File: config.mk
export PLATFORM = sky130hd
export DESIGN_NAME = branch_resolve_ctrl
export DESIGN_NICKNAME = d
export VERILOG_FILES = /design/src/rtl/brc_pkg.sv /design/src/rtl/brc_queue.sv /design/src/rtl/branch_resolve_ctrl.sv
export SDC_FILE = /design/constraint.sdc
export NUM_CORES = 1
export LEC_CHECK = 0
export ABC_AREA = 1
export BUFFER_PORTS_ARGS = -buffer_cell sky130_fd_sc_hd__buf_2
export CORE_UTILIZATION = 59
export DETAILED_ROUTE_END_ITERATION = 16
export GPL_ROUTABILITY_DRIVEN = 0
export PLACE_DENSITY = 0.77
export SLEW_MARGIN = 10
export SYNTH_ARGS = -nofsm -noshare
export SYNTH_HDL_FRONTEND = slang
export SYNTH_SLANG_ARGS = --single-unit
File: constraint.sdc
create_clock -name clk -period 4.9 [get_ports clk]
set_input_delay 0.245 -clock clk [delete_from_list [all_inputs] [get_ports clk]]
set_output_delay 0.245 -clock clk [all_outputs]
set_load 0.05 [all_outputs]
File: src/rtl/brc_pkg.sv
// Shared types and constants for the branch resolution controller.
package brc_pkg;

    // Default RISC-V control-flow opcodes.
    localparam logic [6:0] BR_OPCODE   = 7'h63;
    localparam logic [6:0] JAL_OPCODE  = 7'h6F;
    localparam logic [6:0] JALR_OPCODE = 7'h67;

    // Address fields in queue entries are stored at this width.
    // The top zero-extends narrower PCs into them, so XLEN must not exceed it.
    localparam int unsigned PC_W_MAX = 64;

    typedef enum logic [1:0] {
        CF_BR,
        CF_JAL,
        CF_JALR
    } cf_class_t;

    typedef enum logic [1:0] {
        IDLE,
        TRACK,
        FLUSH
    } brc_state_t;

    typedef struct packed {
        cf_class_t             cls;
        logic [PC_W_MAX-1:0]   pc;
        logic                  pred_taken;
        logic [PC_W_MAX-1:0]   pred_target;
    } brc_entry_t;

endpackage

File: src/rtl/brc_queue.sv
// In-order tracking FIFO of brc_entry_t with push, pop, clear and occupancy.
// Clear has priority over push and pop. The caller must never push when full
// or pop when empty.
module brc_queue
    import brc_pkg::*;
#(
    parameter int unsigned DEPTH = 4
) (
    input  logic                      clk,
    input  logic                      reset,
    input  logic                      i_push,
    input  brc_entry_t                i_push_data,
    input  logic                      i_pop,
    input  logic                      i_clear,
    output brc_entry_t                o_head,
    output logic [$clog2(DEPTH):0]    o_count
);

    localparam int unsigned AW = $clog2(DEPTH);
    localparam logic [AW-1:0] PTR_ONE = AW'(1);
    localparam logic [AW:0]   CNT_ONE = (AW + 1)'(1);

    brc_entry_t        r_mem [DEPTH];
    logic [AW-1:0]     r_wr_ptr;
    logic [AW-1:0]     r_rd_ptr;
    logic [AW:0]       r_count;

    // Entry storage. It is written only at the tail.
    // NOTE: storage has no reset. The valid window is defined only by the pointers and count, so resetting the array would add reset fan-out and change nothing.
    always_ff @(posedge clk) begin
        if (i_push) begin
            r_mem[r_wr_ptr] <= i_push_data;
        end
    end

    // Pointer and occupancy bookkeeping. The pointers wrap naturally because DEPTH is a power of two.
    // NOTE: sequential state uses non-blocking assignments only. This keeps every flop reading its pre-edge value.
    always_ff @(posedge clk or negedge reset) begin
        if (!reset) begin
            r_wr_ptr <= '0;
            r_rd_ptr <= '0;
            r_count  <= '0;
        end else if (i_clear) begin
            r_wr_ptr <= '0;
            r_rd_ptr <= '0;
            r_count  <= '0;
        end else begin
            if (i_push) r_wr_ptr <= r_wr_ptr + PTR_ONE;
            if (i_pop)  r_rd_ptr <= r_rd_ptr + PTR_ONE;
            if (i_push && !i_pop)      r_count <= r_count + CNT_ONE;
            else if (i_pop && !i_push) r_count <= r_count - CNT_ONE;
        end
    end

    assign o_head  = r_mem[r_rd_ptr];
    assign o_count = r_count;

endmodule

File: src/rtl/branch_resolve_ctrl.sv
// Branch resolution controller. It tracks fetched control-flow instructions with
// their predictions, resolves them in order against EX outcomes, and drives the
// flush/redirect recovery and the predictor update strobes.
// Optional build macro BRC_STATS_EN adds saturating resolve/mispredict counters.
module branch_resolve_ctrl
    import brc_pkg::*;
#(
    parameter int unsigned DEPTH        = 4,
    parameter int unsigned XLEN         = 32,
    parameter int unsigned FLUSH_CYCLES = 2,
    parameter logic [6:0]  bOp          = BR_OPCODE,
    parameter logic [6:0]  jalOp        = JAL_OPCODE,
    parameter logic [6:0]  jalrOp       = JALR_OPCODE
) (
    input  logic                      clk,
    input  logic                      reset,
    input  logic                      if_valid,
    input  logic [6:0]                if_opCode,
    input  logic [XLEN-1:0]           if_pc,
    input  logic                      pred_taken,
    input  logic [XLEN-1:0]           pred_target,
    input  logic                      ex_valid,
    input  logic                      ex_taken,
    input  logic [XLEN-1:0]           ex_target,
    output logic                      stall_if,
    output logic                      flush,
    output logic                      redirect_valid,
    output logic [XLEN-1:0]           redirect_pc,
    output logic                      upd_valid,
    output logic                      upd_taken,
    output logic [$clog2(DEPTH):0]    count
`ifdef BRC_STATS_EN
    ,
    output logic [15:0]               stat_resolved,
    output logic [15:0]               stat_mispred
`endif
);

    localparam int unsigned CW = $clog2(DEPTH) + 1;
    localparam int unsigned FW = (FLUSH_CYCLES > 1) ? $clog2(FLUSH_CYCLES) : 1;
    localparam logic [CW-1:0] DEPTH_C    = CW'(DEPTH);
    localparam logic [CW-1:0] ONE_C      = CW'(1);
    localparam logic [FW-1:0] FLUSH_LOAD = FW'(FLUSH_CYCLES - 1);

    brc_state_t      r_state, w_state_nxt;
    logic [FW-1:0]   r_flush_cnt, w_flush_cnt_nxt;
    logic            w_is_cf;
    cf_class_t       w_class;
    brc_entry_t      w_new_entry;
    brc_entry_t      w_head;
    logic [CW-1:0]   w_count;
    logic            w_alloc;
    logic            w_resolve;
    logic            w_mispredict;
    logic            w_head_is_br;

    // Classify the IF opcode. Anything that is not a control-flow opcode is never queued.
    // NOTE: every combinational output gets a default first. Without it, a path that skips an assignment infers a latch.
    always_comb begin
        w_is_cf = 1'b1;
        w_class = CF_BR;
        if (if_opCode == bOp)         w_class = CF_BR;
        else if (if_opCode == jalOp)  w_class = CF_JAL;
        else if (if_opCode == jalrOp) w_class = CF_JALR;
        else                          w_is_cf = 1'b0;
    end

    // Build the entry that is pushed at the tail on allocation.
    always_comb begin
        w_new_entry = '{cls:         w_class,
                        pc:          PC_W_MAX'(if_pc),
                        pred_taken:  pred_taken,
                        pred_target: PC_W_MAX'(pred_target)};
    end

    assign stall_if     = (w_count == DEPTH_C) || (r_state == FLUSH);
    assign flush        = (r_state == FLUSH);
    assign count        = w_count;
    assign w_alloc      = if_valid && w_is_cf && !stall_if;
    assign w_resolve    = ex_valid && (w_count != '0) && (r_state != FLUSH);
    assign w_head_is_br = (w_head.cls == CF_BR);
    assign w_mispredict = w_resolve &&
                          ((ex_taken != w_head.pred_taken) ||
                           (ex_taken && w_head.pred_taken &&
                            (w_head.pred_target != PC_W_MAX'(ex_target))));

    brc_queue #(.DEPTH(DEPTH)) u_queue (
        .clk         (clk),
        .reset       (reset),
        .i_push      (w_alloc),
        .i_push_data (w_new_entry),
        .i_pop       (w_resolve),
        .i_clear     (w_mispredict),
        .o_head      (w_head),
        .o_count     (w_count)
    );

    // FSM state register and flush-window down-counter.
    always_ff @(posedge clk or negedge reset) begin
        if (!reset) begin
            r_state     <= IDLE;
            r_flush_cnt <= '0;
        end else begin
            r_state     <= w_state_nxt;
            r_flush_cnt <= w_flush_cnt_nxt;
        end
    end

    // Next-state logic. A mispredict takes priority over draining to IDLE.
    always_comb begin
        w_state_nxt     = r_state;
        w_flush_cnt_nxt = r_flush_cnt;
        unique case (r_state)
            IDLE: begin
                if (w_alloc) w_state_nxt = TRACK;
            end
            TRACK: begin
                if (w_mispredict) begin
                    w_state_nxt     = FLUSH;
                    w_flush_cnt_nxt = FLUSH_LOAD;
                end else if (w_resolve && !w_alloc && (w_count == ONE_C)) begin
                    w_state_nxt = IDLE;
                end
            end
            FLUSH: begin
                if (r_flush_cnt == '0) w_state_nxt = IDLE;
                else                   w_flush_cnt_nxt = r_flush_cnt - FW'(1);
            end
            default: w_state_nxt = IDLE;
        endcase
    end

    // Registered one-cycle redirect and predictor-update strobes.
    // The data outputs hold their value between strobes.
    always_ff @(posedge clk or negedge reset) begin
        if (!reset) begin
            redirect_valid <= 1'b0;
            redirect_pc    <= '0;
            upd_valid      <= 1'b0;
            upd_taken      <= 1'b0;
        end else begin
            redirect_valid <= w_mispredict;
            if (w_mispredict) begin
                redirect_pc <= ex_taken ? ex_target : XLEN'(w_head.pc + PC_W_MAX'(4));
            end
            upd_valid <= w_resolve && w_head_is_br;
            if (w_resolve && w_head_is_br) begin
                upd_taken <= ex_taken;
            end
        end
    end

`ifdef BRC_STATS_EN
    logic [15:0] r_stat_resolved;
    logic [15:0] r_stat_mispred;

    // Saturating counters of accepted resolves and of mispredicts.
    always_ff @(posedge clk or negedge reset) begin
        if (!reset) begin
            r_stat_resolved <= '0;
            r_stat_mispred  <= '0;
        end else begin
            if (w_resolve && (r_stat_resolved != 16'hFFFF))
                r_stat_resolved <= r_stat_resolved + 16'd1;
            if (w_mispredict && (r_stat_mispred != 16'hFFFF))
                r_stat_mispred <= r_stat_mispred + 16'd1;
        end
    end

    assign stat_resolved = r_stat_resolved;
    assign stat_mispred  = r_stat_mispred;
`endif

endmodule

==> results of run 1 <==
[metrics by stage]
| step | hold slack, ps | setup slack [ps] | TNS, ps | utilization (%) |
|---|---|---|---|---|
| 2_1_floorplan | -50.6 | -431 | -115610 | - |
| 3_3_place_gp | 457 | 1490 | 0 | 64.0 |
| 3_5_place_dp | 464 | 1380 | 0 | 64.0 |
| 4_1_cts | 35.1 | 1360 | 0 | 71.1 |
| 5_1_grt | 46.2 | 957 | 0 | 71.1 |
| 6_report | 41.6 | 1340 | 0 | 71.1 |
[cell families after synthesis]
kind of cell             Yosys count
multiplexers                       6
adder cells (fa/ha/maj)           12
AND/OR/NAND/NOR                  819
XOR/XNOR                          16
flip-flops                       313
buffers and inverters            149
AO/OA/AOI/OAI                     78
[placed cells by master, fill, tap and decap left out, types with 6 or more instances in the layout]
master / n
clkbuf_16: 31
clkbuf_1: 9
nor2_4: 7
o21ai_0: 28
inv_1: 88
dlygate4sd3_1: 66
a21oi_1: 6
xor2_1: 13
nand3b_1: 11
nand3_1: 167
o21ai_1: 29
ha_1: 12
mux2i_1: 6
clkinv_2: 6
nor2_1: 76
nor2_2: 7
nand4_1: 16
nand2_1: 514
clkbuf_8: 7
edfxtp_1: 268
dfrtp_1: 43
buf_4: 14
buf_2: 148
[flip-flops by register name, indices dropped and copies added, names as in the netlist]
signal	flops
u_queue.o_count	3
u_queue.r_rd_ptr	2
upd_valid	1
upd_taken	1
redirect_pc	32
u_queue.r_wr_ptr	2
redirect_valid	1
u_queue.r_mem	268
r_flush_cnt	1
r_state	2
[report_power, final]
| group | switching, W | internal, W | total, W |
|---|---|---|---|
| combinational | 0.00252 | 0.000938 | 0.00346 |
| sequential | 0.000211 | 0.00308 | 0.00329 |
| clock | 0.000955 | 0.00137 | 0.00233 |
[worst reg2reg max path: stages (launching register included)]
cell and delay, ps:
dfrtp_4 750, inv_4 510, buf_4 400, nand2_1 90, o211ai_1 80, nand2_1 190, ha_1 200, inv_1 60
nor2_1 160, nand2_2 140, nor2_4 180, nand3_2 130, nor2_2 140, nand2_1 70, nand2_1 60, nand3_1 70
o21ai_1 120, nand2_1 70, nand2_1 100
[cell type report]
type	instances	area (um^2)	area share, %
sequential	313	9180	54.8
multi-input combinational	931	4300	25.7
clock inverter	11	106	0.635
inverter	93	354	2.11
tap	319	399	2.38
clock buffer	47	906	5.41
timing repair buffer	228	1510	8.99
[worst max-delay path by stage]
stage | startpoint | slack [ps] | to | cells past startpoint
after floorplan | u_queue.o_count[0] | -430 | u_queue.r_mem[0][0] | 7
after global placement | u_queue.r_rd_ptr[0] | 1490 | redirect_pc[17] | 14
after detailed placement | u_queue.r_rd_ptr[0] | 1380 | redirect_pc[20] | 18
after CTS | u_queue.r_rd_ptr[0] | 1360 | redirect_pc[20] | 18
after global routing | u_queue.r_rd_ptr[0] | 960 | redirect_pc[20] | 18
final | u_queue.r_rd_ptr[0] | 1340 | redirect_pc[20] | 18
[routing by layer]
| metal | part of all wire [%] | wire length (um) | global-route usage, % | vias up |
|---|---|---|---|---|
| li1 | - | - | - | 5099 |
| met1 | 41 | 14000 | 38.5 | 4948 |
| met2 | 48 | 16300 | 45.5 | 465 |
| met3 | 8.3 | 2820 | 4.16 | 66 |
| met4 | 2.7 | 912 | 9.20 | 0 |
| met5 | 0 | 0 | 0 | - |
[repair_timing]
action	in CTS	in global routing
hold buffers	66	0
resized for setup	0	0
endpoints found under the hold margin	305	0
==> impl_metrics.yaml, run 1 <==
status:
  status: "complete, no violations"
logic_synthesis:
  synth_cell_types: 41
  synth_top_family_by_area: "simple AND/OR/NAND/NOR gates"
  syn_avg_cell_area_um2: 10.2
  yosysMostFrequentCell: "nand2_1"
  yosysSeqAreaShare_pct: 64.7
  ys_seq_elements: 313
  synth_top_area_cell: "edfxtp_1"
  synthTopCellsByCount: "nand2_1, edfxtp_1, nand3_1, inv_1, nor2_1"
  synth_area_um2: 14200
  ys_warn_count: 0
  synth_top_area_share_pct: 56.7
  async_reset_ff_share_pct: 14.4
  syn-instance-count: 1393
  synth_xor_area_share_pct: 0.988
  yosys.area_share.simple_pct: 24.6
  synth_adder_area_share_pct: 1.06
  synthFlopType: "edfxtp_1"
  synth_area_leaders: "edfxtp_1, nand2_1, dfrtp_1"
  synth_compound_area_share_pct: 3.03
  synthesis.nets: 1514
  muxShareOfSynthArea_pct: 0.423
  synth_edf_count: 268
clock_network:
  clock-sinks: 313
  clk_latency_ps: 560
  htree_num_levels: 1
  cts_buffers: 31
  postCtsSetupBuffers: 0
  cts_root_buffer: "clkbuf_16"
  clkSlewWorstSetupHoldPaths_ps: 60
  cts_tree: "yes"
  clockBufferDepth: 3
timing:
  finalCritPeriodShare_pct: 72.6
  final-max-slew-violation-count: 0
  setup_viol: 0
  max_slew_margin_pct: 29.4
  hold_viol: 0
  fin_crit_ps: 3560
  fmax_mhz: 281
  skew_ps: 15.6
  rsz0062_at_grt: "no"
  max_slew.worst_pin.slew_ps: 1060
global_route:
  grt_pass1_wl_mm: 51.8
  grt_usage_pct: 27.8
  first_global_vias: 9907
  grt_max_degree: 98
  antenna_found_initial: 0
  overflow: 0
critical_path:
  end_kind: "flop"
  r2r-end: "redirect_pc[20]"
  rrSetupSlack_ps: 1340
  cp_slowest_stage_delay_ps: 750
  crit_arrival_ps: 4050
  cp_top_family: "simple AND/OR/NAND/NOR gates"
  cp.required_ps: 5390
  start_kind: "flop"
  slowest_stage: "dfrtp_4"
  cp_num_buf_inv: 3
  r2r-start: "u_queue.r_rd_ptr[0]"
  cp_cell_sequence: "inv_4 > buf_4 > nand2_1 > o211ai_1 > nand2_1 > ha_1 > inv_1 > nor2_1 > nand2_2 > nor2_4 > nand3_2 > nor2_2 > nand2_1 > nand2_1 > nand3_1 > o21ai_1 > nand2_1 > nand2_1"
  path_max_fanout: 97
  worst_r2r_path_depth: 18
  crit_top_cell: "nand2_1"
  path_class: "reg2reg"
drt:
  detail-route-antenna-nets: 0
  dr.pass1.iters: 5
  drt-total-wl_mm: 34.1
  vias: 10600
  drc: 0
  via_per_inst: 5.45
  wl_per_cell_um: 17.5
  drtIter0Drc: 1252
hold_path:
  hold_depth: 3
  holdCritPathClass: "in2reg"
  hold_start: "ex_target[26]"
  holdPathEnd: "redirect_pc[26]"
place:
  dp_cells: 1818
  placed_cell_area_um2: 15100
  hpwlAfterDp_mm: 21.7
  port_buffers: 148
final_layout:
  drive_gt1_share_pct: 15.2
  finish.instance_area_um2: 16700
  syn_to_final_growth_pct: 18.1
  finalNetCount: 1719
  n_antenna_cell: 0
  fin_cells: 1942
  fillers: 1681
pwr:
  peakVddDrop_uv: 367
  p_per_area_nw_per_um2: 542
  p_total_w: 0.00907
  p_leak_nw: 7.02
floorplan:
  core_area_um2: 23500
  die_w_um: 157
  num_rows: 56
  start_util_pct: 60.3
  die_area_um2: 24700
  ioPinCount: 149
  die_y_um: 157
flow_run:
  cap_violations: 0
Power figures use the tool's default switching activity.
==> run 2: changes to the inputs <==
--- a/config.mk
+++ b/config.mk
@@ -5,12 +5,12 @@
 export SDC_FILE = /design/constraint.sdc
 export NUM_CORES = 1
 export LEC_CHECK = 0
-export ABC_AREA = 1
+export ABC_AREA = 0
 export BUFFER_PORTS_ARGS = -buffer_cell sky130_fd_sc_hd__buf_2
-export CORE_UTILIZATION = 59
+export CORE_UTILIZATION = 58
 export DETAILED_ROUTE_END_ITERATION = 16
 export GPL_ROUTABILITY_DRIVEN = 0
-export PLACE_DENSITY = 0.77
+export PLACE_DENSITY = 0.76
 export SLEW_MARGIN = 10
 export SYNTH_ARGS = -nofsm -noshare
 export SYNTH_HDL_FRONTEND = slang
==> constraint.sdc (replaced) <==
create_clock -name clk -period 3.3 [get_ports clk]
set_input_delay 0.165 -clock clk [delete_from_list [all_inputs] [get_ports clk]]
set_output_delay 0.165 -clock clk [all_outputs]
set_load 0.05 [all_outputs]
==> run 2 against run 1 <==
Effect of this change:
- register-to-register slack got worse by 1200 ps
- utilization rose by 0.33 points
- first-iteration DRC count fell by 52%
- sequential power rose by 47%
- setup slack got worse by 1200 ps
- largest cell class unchanged
==> impl_metrics.yaml, run 2 <==
critical_path:
  cp_num_buf_inv: 3
  slowest_stage: "mux4_1"
  cp.required_ps: 3730
  path_max_fanout: 28
  cp_cell_sequence: "buf_4 > buf_4 > mux4_1 > xnor2_1 > nand4_1 > nor4_2 > a21boi_2 > o21ai_4 > buf_12 > mux2_4"
  crit_top_cell: "buf_4"
  crit_arrival_ps: 3600
  cp_slowest_stage_delay_ps: 550
  end_kind: "flop"
  path_class: "reg2reg"
  cp_top_family: "multiplexers"
  start_kind: "flop"
logic_synthesis:
  synth_cell_types: 49
  syn_avg_cell_area_um2: 18.9
  yosysMostFrequentCell: "edfxtp_1"
  syn-instance-count: 704
  yosysSeqAreaShare_pct: 69.0
  synthTopCellsByCount: "edfxtp_1, nand2_1, xnor2_1, dfrtp_1, mux4_2"
  ys_seq_elements: 313
  synthFlopType: "edfxtp_1"
  synth_area_leaders: "edfxtp_1, dfrtp_1, mux4_2"
  ys_warn_count: 0
  synthesis.nets: 825
  synth_top_area_cell: "edfxtp_1"
  synth_top_area_share_pct: 60.5
  async_reset_ff_share_pct: 14.4
  synth_area_um2: 13300
  synth_edf_count: 268
drt:
  drc: 0
  dr.pass1.iters: 5
  drtIter0Drc: 602
  wl_per_cell_um: 22.2
  via_per_inst: 5.72
  drt-total-wl_mm: 28.2
  detail-route-antenna-nets: 0
  vias: 7242
floorplan:
  start_util_pct: 58.9
  die_w_um: 153
  num_rows: 55
  core_area_um2: 22600
  ioPinCount: 149
  die_area_um2: 23500
  die_y_um: 153
clock_network:
  clock-sinks: 313
  cts_root_buffer: "clkbuf_16"
  clockBufferDepth: 3
  cts_tree: "yes"
  clkSlewWorstSetupHoldPaths_ps: 60
  cts_buffers: 31
  clk_latency_ps: 550
  htree_num_levels: 1
global_route:
  grt_pass1_wl_mm: 42.8
  grt_max_degree: 63
  overflow: 0
  first_global_vias: 7697
  antenna_found_initial: 0
  grt_usage_pct: 24.5
timing:
  fmax_mhz: 315
  max_slew_margin_pct: 31.2
  skew_ps: 12.9
  finalCritPeriodShare_pct: 96.2
  max_slew.worst_pin.slew_ps: 1030
  final-max-slew-violation-count: 0
  hold_viol: 0
  fin_crit_ps: 3180
  setup_viol: 0
place:
  hpwlAfterDp_mm: 18.7
  placed_cell_area_um2: 14300
  port_buffers: 148
final_layout:
  final_util_pct: 71.5
  finalNetCount: 1082
  drive_gt1_share_pct: 32.9
  final_common_cell: "edfxtp_1"
  top_register: "u_queue.r_mem"
  n_antenna_cell: 0
  largest_reg_flops: 268
  syn_to_final_growth_pct: 21.3
  finish.instance_area_um2: 16100
  final_cell_mix: "edfxtp_1, buf_2, dlygate4sd3_1"
flow_run:
  cap_violations: 0
pwr:
  seq_power_share_pct: 40.0
  combPwrFrac_pct: 31.3
  p_sw_share_pct: 31.7
  intPower_w: 0.00823
  p_per_area_nw_per_um2: 747
  netSwitchingPower_w: 0.00382
  peakVddDrop_uv: 773
  p_leak_nw: 5.92
  pwr-share-clk_pct: 28.7
status:
  status: "complete, no violations"
hold_path:
  holdCritPathClass: "in2reg"
## run 2: changes by cell type in the layout (fill, tap and decap cells not counted), sizes merged, moves of 10 or more
cell,previous run,this run
nand3,169,9
nor2,90,11
nand2,521,51
mux2,0,39
and2,2,12
mux4,0,62
xnor2,3,46
nand3b,11,0
buf,162,184
inv,93,11
o21ai,57,36
## run 2: power by group through the flow
stage	clock network [W]	registers [W]	logic, W
floorplan	0	0.00558	0.00212
global placement	0	0.00488	0.00354
detailed placement	0	0.00489	0.00364
CTS	0.00351	0.00482	0.00372
global route	0.00365	0.00484	0.00398
finish	0.00346	0.00482	0.00377
## run 2: per-layer routing
layer	share of wire, %	up-vias	track usage (%)	routed length [um]
met5	0	-	0	0
met4	1.8	0	5.86	511
met3	6.2	45	4.88	1750
met2	51	271	42.5	14400
met1	41	3635	32.0	11500
li1	-	3291	-	-
## run 2: worst paths after layout
check / from / end / slack [ps] / cells past startpoint
setup reg to reg: u_queue.r_rd_ptr[0] / redirect_pc[30] / 120 / 10
min in group asynchronous: reset / redirect_pc[1] / 340 / 2
hold / removal: ex_target[31] / redirect_pc[31] / 20 / 4
hold reg to reg: r_flush_cnt / r_state[1] / 500 / 2
setup / recovery: u_queue.r_rd_ptr[0] / redirect_pc[30] / 120 / 10
max in group asynchronous: reset / u_queue.r_rd_ptr[0] / 2200 / 2
## run 2: kinds of logic after synthesis
logic type | share of synthesized area [%]
flops | 69.0
simple gates | 5.25
mux | 16.0
xor+xnor | 4.22
compound gates | 1.88
buf+inv | 2.58
fa+ha+maj | 1.13
## run 2: stage by stage
stage	total power, W	hold slack, ps	setup TNS, ps	cells	setup WS [ps]
finish	0.0120	20.8	0	1267	125
global route	0.0125	12.7	-13.7	1267	-13.7
CTS	0.0120	1.34	0	1258	3.61
detailed placement	0.00853	379	0	1135	32.7
global placement	0.00843	362	0	1135	123
floorplan	0.00770	-131	-10240	704	-38.2
## run 2: final cells by class
class / count / area (um^2)
flip-flops and latches: 313 / 9180
fillers: 1402 / 6440
inverters: 10 / 37.5
well taps: 285 / 357
clock inverters: 15 / 151
clock buffers: 39 / 866
multi-input cells: 352 / 3800
repair buffers: 253 / 1740
## run 2: tightest hold or removal path: stages
cell,delay (ps)
buf_2,110
nand2_1,50
o21ai_1,70
mux2_4,140
## run 2: what timing repair did
| item | in CTS | in global routing |
|---|---|---|
| hold buffers | 69 | 0 |
| gates resized for setup | 0 | 3 |
| buffers inserted | 0 | 9 |
| setup endpoints to repair | 0 | 29 |
| hold endpoints to repair | 311 | 0 |
